<file path="src/rtl/rf_wb_if.sv">
// Register-file write-back bus: two producer request ports plus the staged write
// that drives the 32x32 register file's single write port.
interface rf_wb_if #(
    parameter int DW = 32,
    parameter int AW = 5
);
    logic          v0;
    logic [AW-1:0] a0;
    logic [DW-1:0] d0;
    logic          rdy0;
    logic          v1;
    logic [AW-1:0] a1;
    logic [DW-1:0] d1;
    logic          rdy1;
    logic [AW-1:0] wa;
    logic [DW-1:0] wr;
    logic          wren;
    logic          fwd_v;
    logic [AW-1:0] fwd_a;
    logic [DW-1:0] fwd_d;
    logic          gnt_last;

    modport master (
        output v0, a0, d0, v1, a1, d1,
        input  rdy0, rdy1, wa, wr, wren, fwd_v, fwd_a, fwd_d, gnt_last
    );

    modport slave (
        input  v0, a0, d0, v1, a1, d1,
        output rdy0, rdy1, wa, wr, wren, fwd_v, fwd_a, fwd_d, gnt_last
    );
endinterface

</file>
<file path="src/rtl/rf_wb_arbiter.sv">
// Write-back arbiter: grants ALU (port 0) or load (port 1) into a one-entry staging register.
// Define RF_WB_RR_EN for round-robin conflict resolution; default is fixed priority to port 0.
module rf_wb_arbiter #(
    parameter int DW = 32,
    parameter int AW = 5
) (
    input  logic     clk,
    input  logic     rstd,
    rf_wb_if.slave   bus
);
    logic          w_gnt0;
    logic          w_gnt1;
    logic          w_any;
    logic          w_wr_en;
    logic [AW-1:0] w_addr;
    logic [DW-1:0] w_data;

    logic [AW-1:0] r_wa;
    logic [DW-1:0] r_wr;
    logic          r_wren;
    logic          r_gnt_last;

    // Grants depend only on requests and gnt_last, never on the staged write.
    always_comb begin
        w_gnt0 = 1'b0;
        w_gnt1 = 1'b0;
`ifdef RF_WB_RR_EN
        w_gnt0 = bus.v0 & (~bus.v1 | r_gnt_last);
        w_gnt1 = bus.v1 & (~bus.v0 | ~r_gnt_last);
`else
        w_gnt0 = bus.v0;
        w_gnt1 = bus.v1 & ~bus.v0;
`endif
    end

    assign w_any   = w_gnt0 | w_gnt1;
    assign w_addr  = w_gnt1 ? bus.a1 : bus.a0;
    assign w_data  = w_gnt1 ? bus.d1 : bus.d0;
    // Register 0 is hardwired: the grant is consumed but nothing is staged.
    assign w_wr_en = w_any & (w_addr != '0);

    always_ff @(posedge clk or negedge rstd) begin
        if (!rstd) begin
            r_wa       <= '0;
            r_wr       <= '0;
            r_wren     <= 1'b1;
            r_gnt_last <= 1'b1;
        end else begin
            r_wren <= ~w_wr_en;
            if (w_wr_en) begin
                r_wa <= w_addr;
                r_wr <= w_data;
            end
            if (w_any) begin
                r_gnt_last <= w_gnt1;
            end
        end
    end

    assign bus.rdy0     = w_gnt0;
    assign bus.rdy1     = w_gnt1;
    assign bus.wa       = r_wa;
    assign bus.wr       = r_wr;
    assign bus.wren     = r_wren;
    assign bus.fwd_v    = ~r_wren;
    assign bus.fwd_a    = r_wa;
    assign bus.fwd_d    = r_wr;
    assign bus.gnt_last = r_gnt_last;
endmodule

</file>
<file path="src/flat_wrapper.sv">
// flat-port wrapper written by rule: the top's interface ports become plain ports
module rf_wb_arbiter_flat 
#(
    parameter int DW = 32,
    parameter int AW = 5
)
  (clk, rstd, bus_v0, bus_a0, bus_d0, bus_v1, bus_a1, bus_d1, bus_rdy0, bus_rdy1, bus_wa, bus_wr, bus_wren, bus_fwd_v, bus_fwd_a, bus_fwd_d, bus_gnt_last);
  rf_wb_if #(.DW(DW), .AW(AW)) bus_i ();
  input  logic clk;
  input  logic rstd;
  input wire logic [$bits(bus_i.v0)-1:0] bus_v0;
  input wire logic [$bits(bus_i.a0)-1:0] bus_a0;
  input wire logic [$bits(bus_i.d0)-1:0] bus_d0;
  input wire logic [$bits(bus_i.v1)-1:0] bus_v1;
  input wire logic [$bits(bus_i.a1)-1:0] bus_a1;
  input wire logic [$bits(bus_i.d1)-1:0] bus_d1;
  output wire logic [$bits(bus_i.rdy0)-1:0] bus_rdy0;
  output wire logic [$bits(bus_i.rdy1)-1:0] bus_rdy1;
  output wire logic [$bits(bus_i.wa)-1:0] bus_wa;
  output wire logic [$bits(bus_i.wr)-1:0] bus_wr;
  output wire logic [$bits(bus_i.wren)-1:0] bus_wren;
  output wire logic [$bits(bus_i.fwd_v)-1:0] bus_fwd_v;
  output wire logic [$bits(bus_i.fwd_a)-1:0] bus_fwd_a;
  output wire logic [$bits(bus_i.fwd_d)-1:0] bus_fwd_d;
  output wire logic [$bits(bus_i.gnt_last)-1:0] bus_gnt_last;
  assign bus_i.v0 = bus_v0;
  assign bus_i.a0 = bus_a0;
  assign bus_i.d0 = bus_d0;
  assign bus_i.v1 = bus_v1;
  assign bus_i.a1 = bus_a1;
  assign bus_i.d1 = bus_d1;
  assign bus_rdy0 = bus_i.rdy0;
  assign bus_rdy1 = bus_i.rdy1;
  assign bus_wa = bus_i.wa;
  assign bus_wr = bus_i.wr;
  assign bus_wren = bus_i.wren;
  assign bus_fwd_v = bus_i.fwd_v;
  assign bus_fwd_a = bus_i.fwd_a;
  assign bus_fwd_d = bus_i.fwd_d;
  assign bus_gnt_last = bus_i.gnt_last;
  rf_wb_arbiter #(.DW(DW), .AW(AW)) u_core (.clk(clk), .rstd(rstd), .bus(bus_i));
endmodule
</file>
<file path="config.mk">
export PLATFORM = sky130hd
export DESIGN_NAME = rf_wb_arbiter_flat
export DESIGN_NICKNAME = d
export VERILOG_FILES = /design/src/rtl/rf_wb_if.sv /design/src/rtl/rf_wb_arbiter.sv /design/src/flat_wrapper.sv
export SDC_FILE = /design/constraint.sdc
export NUM_CORES = 1
export LEC_CHECK = 0
export BUFFER_PORTS_ARGS = -buffer_cell sky130_fd_sc_hd__buf_2
export CAP_MARGIN = 5
export CORE_MARGIN = 10
export CORE_UTILIZATION = 30
export CTS_CLUSTER_DIAMETER = 80
export DETAILED_ROUTE_END_ITERATION = 10
export GPL_ROUTABILITY_DRIVEN = 0
export HOLD_SLACK_MARGIN = 0.06
export REMOVE_ABC_BUFFERS = 1
export SYNTH_ARGS = -nofsm -noshare
export SYNTH_HDL_FRONTEND = slang
export SYNTH_SLANG_ARGS = --single-unit
</file>
<file path="constraint.sdc">
create_clock -name clk -period 2.2 [get_ports clk]
set_input_delay 0.66 -clock clk [delete_from_list [all_inputs] [get_ports clk]]
set_output_delay 0.66 -clock clk [all_outputs]
set_load 0.03 [all_outputs]
</file>
# After elaboration in Yosys (flattened, before gate mapping)
# Index checks and enable logic that the tools add are counted.
[word_totals]
register_bits = 39
inputBits = 78
out_inout_bits = 79
word_cells = 13
[classes]
muxes = 2
n_bitwise = 6
n_reduce_logical = 1
[ops]
columns = ["cell", "n"]
rows = [
  ["$mux 32", 1],
  ["$mux 5", 1],
  ["$reduce_bool 5->1", 1],
  ["$not 1->1", 3],
  ["$and 1x1->1", 2],
  ["$or 1x1->1", 1],
]

# Longest topological paths before layout
# Gate-level depths: netlist of run 1.
[logic_depth]
ltp_word = 6
mapped_depth = 7
mapped_depth_nobuf = 4

# Worst setup path after synthesis of run 1
# No wires, ideal clock.
[synth_timing]
path_type = "in2out"
startpoint = "input bus_v1"
endpoint = "output bus_rdy1"
arrival_time_ns = 1.498
t_required_ns = 1.540
path_slack_ns = 0.042
path_stages = 5
path_buffers = 3
cell_sequence = "clkbuf_1 > nand2b_1 > buf_2 > inv_2 > buf_2"
[synth_between]
elab_chain_len = 1
[synth_lines]
columns = ["item", "line", "text"]
rows = [
  ["from (decl)", "flat_wrapper.sv:14", "input wire logic [$bits(bus_i.v1)-1:0] bus_v1;"],
  ["$and 1x1->1", "rf_wb_arbiter.sv:32", "w_gnt1 = bus.v1 & ~bus.v0;"],
  ["to (decl)", "flat_wrapper.sv:18", "output wire logic [$bits(bus_i.rdy1)-1:0] bus_rdy1;"],
]
# Every way passes these cells.

# Final worst setup path of run 1
[layout_timing]
startpoint = "input bus_v0"
endpoint = "output bus_rdy0"
[layout_rtl]
columns = ["item", "line", "text"]
rows = [
  ["from (decl)", "flat_wrapper.sv:11", "input wire logic [$bits(bus_i.v0)-1:0] bus_v0;"],
  ["to (decl)", "flat_wrapper.sv:17", "output wire logic [$bits(bus_i.rdy0)-1:0] bus_rdy0;"],
]
# No word-level cell between the ends.

==> results of run 1 <==
-- through the flow --
stage | power (mW) | area [um2]
2_1_floorplan | 1.43 | 2370
3_3_place_gp | 1.80 | 3440
3_5_place_dp | 1.81 | 3440
4_1_cts | 2.54 | 3570
5_1_grt | 2.63 | 3570
6_report | 2.50 | 3570
-- layout by cell type, fill, tap and decap left out, drive strengths merged --
cell / instances
a21oi: 1
o21a: 1
a211oi: 1
o311ai: 32
nand2b: 1
nand4b: 4
nand4: 4
dfstp: 2
bufinv: 2
clkinv: 1
o211ai: 64
dfrtp: 37
inv: 35
nor4: 2
mux2: 4
clkbuf: 6
nor3: 2
nand3: 4
or4: 2
mux2i: 5
nor2: 3
buf: 171
o21ai: 1
-- metal layers --
metal  part of all wire (%)  global-route usage, %  vias to the layer above
li1                       -                      -                     1219
met5                      0                      0                        -
met4                   0.84                   2.88                        0
met2                     45                   21.5                      135
met3                     11                   4.64                        9
met1                     43                   17.1                     1253
-- cells in the mapped netlist, types with 2 or more instances --
| cell | number | area [um2] |
|---|---|---|
| inv_1 | 34 | 128 |
| clkbuf_1 | 20 | 75.1 |
| buf_2 | 6 | 30.0 |
| nand3_1 | 4 | 20.0 |
| nand4_1 | 4 | 25.0 |
| dfrtp_1 | 37 | 926 |
| mux2i_1 | 5 | 50.1 |
| buf_4 | 38 | 285 |
| nor3_1 | 2 | 10.0 |
| buf_6 | 4 | 45.0 |
| o311ai_1 | 3 | 26.3 |
| o311ai_2 | 29 | 472 |
| dfstp_2 | 2 | 52.6 |
| nor2_1 | 3 | 11.3 |
| nand4b_1 | 4 | 35.0 |
| mux2_2 | 4 | 45.0 |
| o211ai_1 | 64 | 480 |
-- final cells by class --
type	instances	share of cell area, %
Multi-Input combinational cell	131	35.6
Sequential cell	39	27.4
Timing Repair Buffer	171	25.7
Tap cell	111	3.89
Inverter	36	3.78
Clock buffer	6	2.03
Clock inverter	2	1.68
-- critical path, stage by stage --
cell   delay (ps)
buf_2         100
buf_4         250
buf_2         250
-- cell families after synthesis --
kind of cell,count (synthesis),synth area share (%)
flops,39,34.8
mux,9,3.38
compound gates,100,35.9
buf+inv,105,20.4
simple gates,22,5.47
-- path summary, 6_finish.rpt --
path                            slack [ps]  cells past startpoint                   to                 from
worst max-delay path                   280                      3             bus_rdy0               bus_v0
worst min-delay path                   320                      1  u_core.bus.fwd_a[1]                 rstd
worst max register to register        1150                      3  u_core.bus.fwd_a[3]  u_core.bus.fwd_a[3]
worst min register to register         500                      2  u_core.bus.gnt_last  u_core.bus.gnt_last
max in group asynchronous             1330                      2      u_core.bus.wren                 rstd
min in group clk                       500                      2  u_core.bus.gnt_last  u_core.bus.gnt_last
-- sequential cells by signal, indices dropped and copies added, names as in the netlist --
name,count
u_core.bus.fwd_d,32
u_core.bus.fwd_a,5
u_core.bus.gnt_last,1
u_core.bus.wren,1
-- power groups by stage --
stage               clock (mW)  combinational, mW  sequential (mW)
floorplan                    0              0.226             1.20
global placement             0              0.924            0.876
detailed placement           0              0.929            0.878
CTS                      0.748              0.929            0.867
global route             0.772              0.977            0.881
finish                   0.719              0.918            0.866
==> results.cfg, run 1 <==
[status]
outcome = finished, final reports clean

[finish]
drive_above_1_share_pct = 56.6
fill_cells = 933
syn_to_final_growth_pct = 27.1
multiInputGateArea_um2 = 1270
postLayoutCoreUtil_pct = 38.9
num_antenna_cells = 0
finalNonFillerCells = 496
seq_area_um2 = 978
nNetsFinal = 462

[clocking]
cts_buffers = 5
post_cts.repair.setup_buffers = 0
clk_pin_slew_ps = 80
ctsHoldBuffers = 0
htreeDepth = 2
clk_path_buf_depth = 2
worst_skew_pair.late_latency_ps = 290
cts_tree = built
cts.sinks = 39
clockRootBuffer = clkbuf_8
ctsResizeCount = 0

[detailed_routing]
ant_nets = 0
firstDrtPassIters = 4
via_count = 2616
viasPerCell = 5.27
drt_iter0_markers = 92
drc = 0
wl_um = 9520
wl_per_cell_um = 19.2

[pwr]
ir_worst_vdd_v = 0.000241
combPwrFrac_pct = 36.7
cellPowerDensity_nw_per_um2 = 700
pwr-share-seq_pct = 34.6
p_sw_share_pct = 38.1
power_frac_clock_pct = 28.7
p_switching_mw = 0.955
intPower_mw = 1.55
total_leakage_power_nw = 1.65

[timing]
finalSetupViolCount = 0
timing.setup.tns_ps = 0
maxSlewHeadroom_pct = 58.1
tightest_slew_ps = 628
fin_hold_ws_ps = 322
rsz0062_at_grt = no
hold_viol = 0
finalMaxSlewViolations = 0
fin_crit_ps = 1920
period_share_pct = 87.3
skew_ps = 0
max_freq_mhz = 521
setup_ws_ps = 280

[setup_path]
cp.required_ps = 1540
cp-start-kind = input pin
crit_type = in -> out
cp-end-kind = primary output
crit_arrival_ps = 1260
critical_path_peak_fanout = 20

[placed_design]
port_buffers = 156
dp_slack_ps = 30.3
post-dp-hpwl_um = 7220
placed_cells = 488

[die]
design.core.area_um2 = 9200
dieWidth_um = 117
io_pins = 157
dieArea_um2 = 13600
initial_utilization_pct = 30.6
fp-row-count = 35
die_h_um = 117

[global_routing]
antenna_found_initial = 0
gr-usage-all-layers_pct = 13.4
first_global_vias = 2786
grt-ovfl-total = 0
grt_max_degree = 38
grt_pass1_wl_um = 14800

[worst_hold_path]
min-delay-path-class = in -> async

[synthesis]
syn-cell-area_um2 = 2810
yosysWarnings = 0
ys_ff_latch = 39
syn_inst = 275
yosys_most_used_dff = dfrtp_1
yosysSeqAreaShare_pct = 34.8
synth.distinct_cells = 29
syn-mean-instance-area_um2 = 10.2
synthArstFlopShare_pct = 100
synth_edf_count = 0

[job]
max_cap_viol_count = 0
(Power assumes the default switching activity.)
==> run 2, diff against run 1 <==
--- a/config.mk
+++ b/config.mk
@@ -9,6 +9,7 @@
 export CAP_MARGIN = 5
 export CORE_MARGIN = 10
 export CORE_UTILIZATION = 30
+export CTS_BUF_LIST = sky130_fd_sc_hd__clkbuf_16
 export CTS_CLUSTER_DIAMETER = 80
 export DETAILED_ROUTE_END_ITERATION = 10
 export GPL_ROUTABILITY_DRIVEN = 0
==> results.cfg, run 2 (synthesized netlist as in run 1, its figures left out) <==
[timing]
period_share_pct = 87.2
tightest_slew_ps = 624
setup_ws_ps = 282
finalMaxSlewViolations = 0
rsz0062_at_grt = no
fin_hold_ws_ps = 340
max_freq_mhz = 521
fin_crit_ps = 1920
hold_viol = 0
skew_ps = 0
maxSlewHeadroom_pct = 58.4
finalSetupViolCount = 0

[finish]
num_antenna_cells = 0
final_cell_mix = buf_2 (156), o211ai_1 (64), dfrtp_1 (37), inv_1 (35), o311ai_2 (29)
final_common_cell = buf_2
largest_reg_flops = 32
drive_above_1_share_pct = 56.6
syn_to_final_growth_pct = 29.1
nNetsFinal = 462

[clocking]
cts.sinks = 39
cts_buffers = 5
clk_path_buf_depth = 2
post_cts.repair.setup_buffers = 0
cts_tree = built
worst_skew_pair.late_latency_ps = 280
clk_pin_slew_ps = 60
ctsHoldBuffers = 0
htreeDepth = 2
ctsResizeCount = 0
clockRootBuffer = clkbuf_16

[die]
dieWidth_um = 117
fp-row-count = 35
io_pins = 157
design.core.area_um2 = 9200
die_h_um = 117
dieArea_um2 = 13600
initial_utilization_pct = 30.6

[global_routing]
grt_max_degree = 38
gr-usage-all-layers_pct = 13.4
grt-ovfl-total = 0
first_global_vias = 2792
grt_pass1_wl_um = 14800
antenna_found_initial = 0

[setup_path]
critical_path_peak_fanout = 20
crit_family = buffers and inverters
crit_arrival_ps = 1260
cp-start-kind = input pin
crit_type = in -> out
slowest_delay_ps = 250
cp_common_cell = buf_2
cp_num_buf_inv = 3
crit_chain = buf_2 > buf_4 > buf_2
cp-end-kind = primary output
critPathSlowestCell = buf_4
cp.required_ps = 1540

[detailed_routing]
wl_um = 9530
ant_nets = 0
drc = 0
drt_iter0_markers = 113
viasPerCell = 5.28
wl_per_cell_um = 19.2
via_count = 2619
firstDrtPassIters = 4

[job]
max_cap_viol_count = 0

[placed_design]
dp_slack_ps = 30.3
post-dp-hpwl_um = 7220
port_buffers = 156

[worst_hold_path]
min-delay-path-class = in -> async

[pwr]
total_leakage_power_nw = 1.68
cellPowerDensity_nw_per_um2 = 750
ir_worst_vdd_v = 0.000302

[status]
outcome = finished, final reports clean
==> run 2: cell types whose count changed in the layout (fill, tap and decap cells not counted), sizes merged <==
cell / change
inv: +1
clkbuf: -1
==> run 2: stage by stage <==
step | area, um2 | power [mW] | utilization [%] | setup TNS (ps) | std cells
after floorplan | 2370 | 1.43 | - | -40840 | 206
after global placement | 3440 | 1.80 | 37.4 | 0 | 488
after detailed placement | 3440 | 1.81 | 37.4 | 0 | 488
after CTS | 3630 | 2.76 | 39.5 | 0 | 496
after global routing | 3630 | 2.85 | 39.5 | 0 | 496
final | 3630 | 2.72 | 39.5 | 0 | 496
==> run 2: report_power, final <==
group | switching (mW) | internal (mW)
clock network | 0.290 | 0.646
registers | 0.0674 | 0.800
logic | 0.623 | 0.295
total | 0.980 | 1.74
==> run 2: routing by layer <==
layer  share of wire, %  track usage (%)
met4               0.77             2.72
met3                 11             4.64
met1                 43             17.1
met5                  0                0
met2                 45             21.6
==> run 2: area by class of cell <==
cell class,instances,area [um2]
Clock buffer,5,125
Clock inverter,3,63.8
Fill cell,929,5570
Inverter,36,135
Multi-Input combinational cell,131,1270
Sequential cell,39,978
Tap cell,111,139
Timing Repair Buffer,171,918
==> run 2: path summary, 6_finish.rpt <==
kind	from	end	slack [ps]	cells past startpoint
setup / recovery	bus_v0	bus_rdy0	280	3
hold / removal	rstd	u_core.bus.fwd_a[1]	340	1
setup reg to reg	u_core.bus.fwd_a[1]	u_core.bus.fwd_a[1]	1150	3
hold reg to reg	u_core.bus.gnt_last	u_core.bus.gnt_last	490	2
max in group asynchronous	rstd	u_core.bus.wren	1300	2
min in group clk	u_core.bus.gnt_last	u_core.bus.gnt_last	490	2
==> run 3, diff against run 2 <==
--- a/config.mk
+++ b/config.mk
@@ -8,7 +8,7 @@
 export BUFFER_PORTS_ARGS = -buffer_cell sky130_fd_sc_hd__buf_2
 export CAP_MARGIN = 5
 export CORE_MARGIN = 10
-export CORE_UTILIZATION = 30
+export CORE_UTILIZATION = 25
 export CTS_BUF_LIST = sky130_fd_sc_hd__clkbuf_16
 export CTS_CLUSTER_DIAMETER = 80
 export DETAILED_ROUTE_END_ITERATION = 10
==> results.cfg, run 3 (synthesized netlist as in run 1, its figures left out) <==
[detailed_routing]
drt_iter0_markers = 133
drc = 0
ant_nets = 0
firstDrtPassIters = 4
via_count = 2659
wl_per_cell_um = 19.7
viasPerCell = 5.05
wl_um = 10400

[timing]
skew_ps = 0
finalSetupViolCount = 0
hold_viol = 0
fin_crit_ps = 1930
finalMaxSlewViolations = 0
period_share_pct = 87.7
fin_hold_ws_ps = 360
rsz0062_at_grt = no
maxSlewHeadroom_pct = 57.7
tightest_slew_ps = 634
max_freq_mhz = 518
timing.setup.tns_ps = 0

[pwr]
total_leakage_power_nw = 1.66
p_switching_mw = 0.984
pwr-share-seq_pct = 35.0
ir_worst_vdd_v = 0.000262
p_sw_share_pct = 39.6
power_frac_clock_pct = 27.9
intPower_mw = 1.50
cellPowerDensity_nw_per_um2 = 690
combPwrFrac_pct = 37.1

[setup_path]
reg2reg_from = u_core.bus.fwd_a[3]
ff2ff_path_depth = 3
crit_arrival_ps = 1270
cp-end-kind = primary output
regToRegEndpoint = u_core.bus.fwd_a[3]
crit_type = in -> out
critical_path_peak_fanout = 7
cp-start-kind = input pin
cp.required_ps = 1540
reg2reg_slack_ps = 1130

[global_routing]
antenna_found_initial = 0
first_global_vias = 3043
grt-ovfl-total = 0
gr-usage-all-layers_pct = 12.6
grt_max_degree = 37
grt_pass1_wl_um = 16500

[clocking]
clk_path_buf_depth = 2
clockRootBuffer = clkbuf_16
cts_buffers = 5
cts_tree = built
worst_skew_pair.late_latency_ps = 270
ctsHoldBuffers = 0
cts.sinks = 39
ctsResizeCount = 0
post_cts.repair.setup_buffers = 0
htreeDepth = 2
clk_pin_slew_ps = 60

[finish]
largest_reg_flops = 32
final_cell_mix = buf_2 (156), o211ai_1 (64), inv_1 (37), dfrtp_1 (37), o311ai_2 (29)
final_common_cell = buf_2
fill_cells = 1159
num_antenna_cells = 0
drive_above_1_share_pct = 56.3
syn_to_final_growth_pct = 28.2
nNetsFinal = 464

[die]
fp-row-count = 38
die_h_um = 126
design.core.area_um2 = 10900
io_pins = 157
initial_utilization_pct = 25.7
dieWidth_um = 126
dieArea_um2 = 15900

[job]
max_cap_viol_count = 0

[worst_hold_path]
min-delay-path-class = in -> async

[placed_design]
port_buffers = 156
post-dp-hpwl_um = 7840

[status]
outcome = finished, final reports clean
-- run 3: cell types whose count changed in the layout (fill, tap and decap cells not counted), sizes merged --
cell	delta
buf	+2
inv	+2
bufinv	-2
-- run 3: worst max-delay path, cell delays in order --
cell and delay (ps):
buf_2 200, nand2b_1 120, inv_2 70, buf_2 210
-- run 3: power by group through the flow --
stage	clock network [mW]	registers, mW	logic [mW]
4_1_cts	0.708	0.869	0.936
5_1_grt	0.742	0.880	0.983
6_report	0.694	0.869	0.923
3_5_place_dp	0	0.878	0.936
3_3_place_gp	0	0.877	0.928
2_1_floorplan	0	1.20	0.226
-- run 3: area by class of cell --
cell class	instances	area [um2]	share of cell area [%]
tap	140	175	4.86
clock buffer	5	125	3.47
multi-input combinational	131	1270	35.3
sequential	39	978	27.1
timing repair buffer	173	908	25.2
inverter	36	135	3.75
clock inverter	3	11.3	0.312
-- run 3: worst max path at each step --
stage / start / to / slack, ps / cells after the start
3_3_place_gp: bus_a1[3] / u_core.bus.fwd_d[4] / 100 / 5
4_1_cts: bus_v1 / bus_rdy1 / 260 / 4
5_1_grt: bus_v1 / bus_rdy1 / 220 / 4
2_1_floorplan: bus_v0 / u_core.bus.fwd_d[22] / -1280 / 3
3_5_place_dp: bus_a0[3] / u_core.bus.fwd_d[22] / 30 / 4
6_report: bus_v1 / bus_rdy1 / 270 / 4
-- run 3: through the flow --
step	utilization (%)	total power, mW	std cells	instance area [um2]	setup slack [ps]
finish	33.0	2.49	527	3600	271
global route	33.0	2.61	527	3600	225
CTS	33.0	2.51	527	3600	256
detailed placement	31.7	1.81	519	3470	33.6
global placement	31.7	1.80	519	3470	98.0
floorplan	-	1.43	206	2370	-1280
-- run 3: routing by layer --
metal | global-route usage (%) | wire (um) | up-vias | part of all wire, %
met4 | 3.08 | 148 | 0 | 1.4
li1 | - | - | 1217 | -
met5 | 0 | 0 | - | 0
met1 | 14.4 | 4270 | 1303 | 41
met3 | 4.11 | 771 | 13 | 7.4
met2 | 22.1 | 5200 | 126 | 50
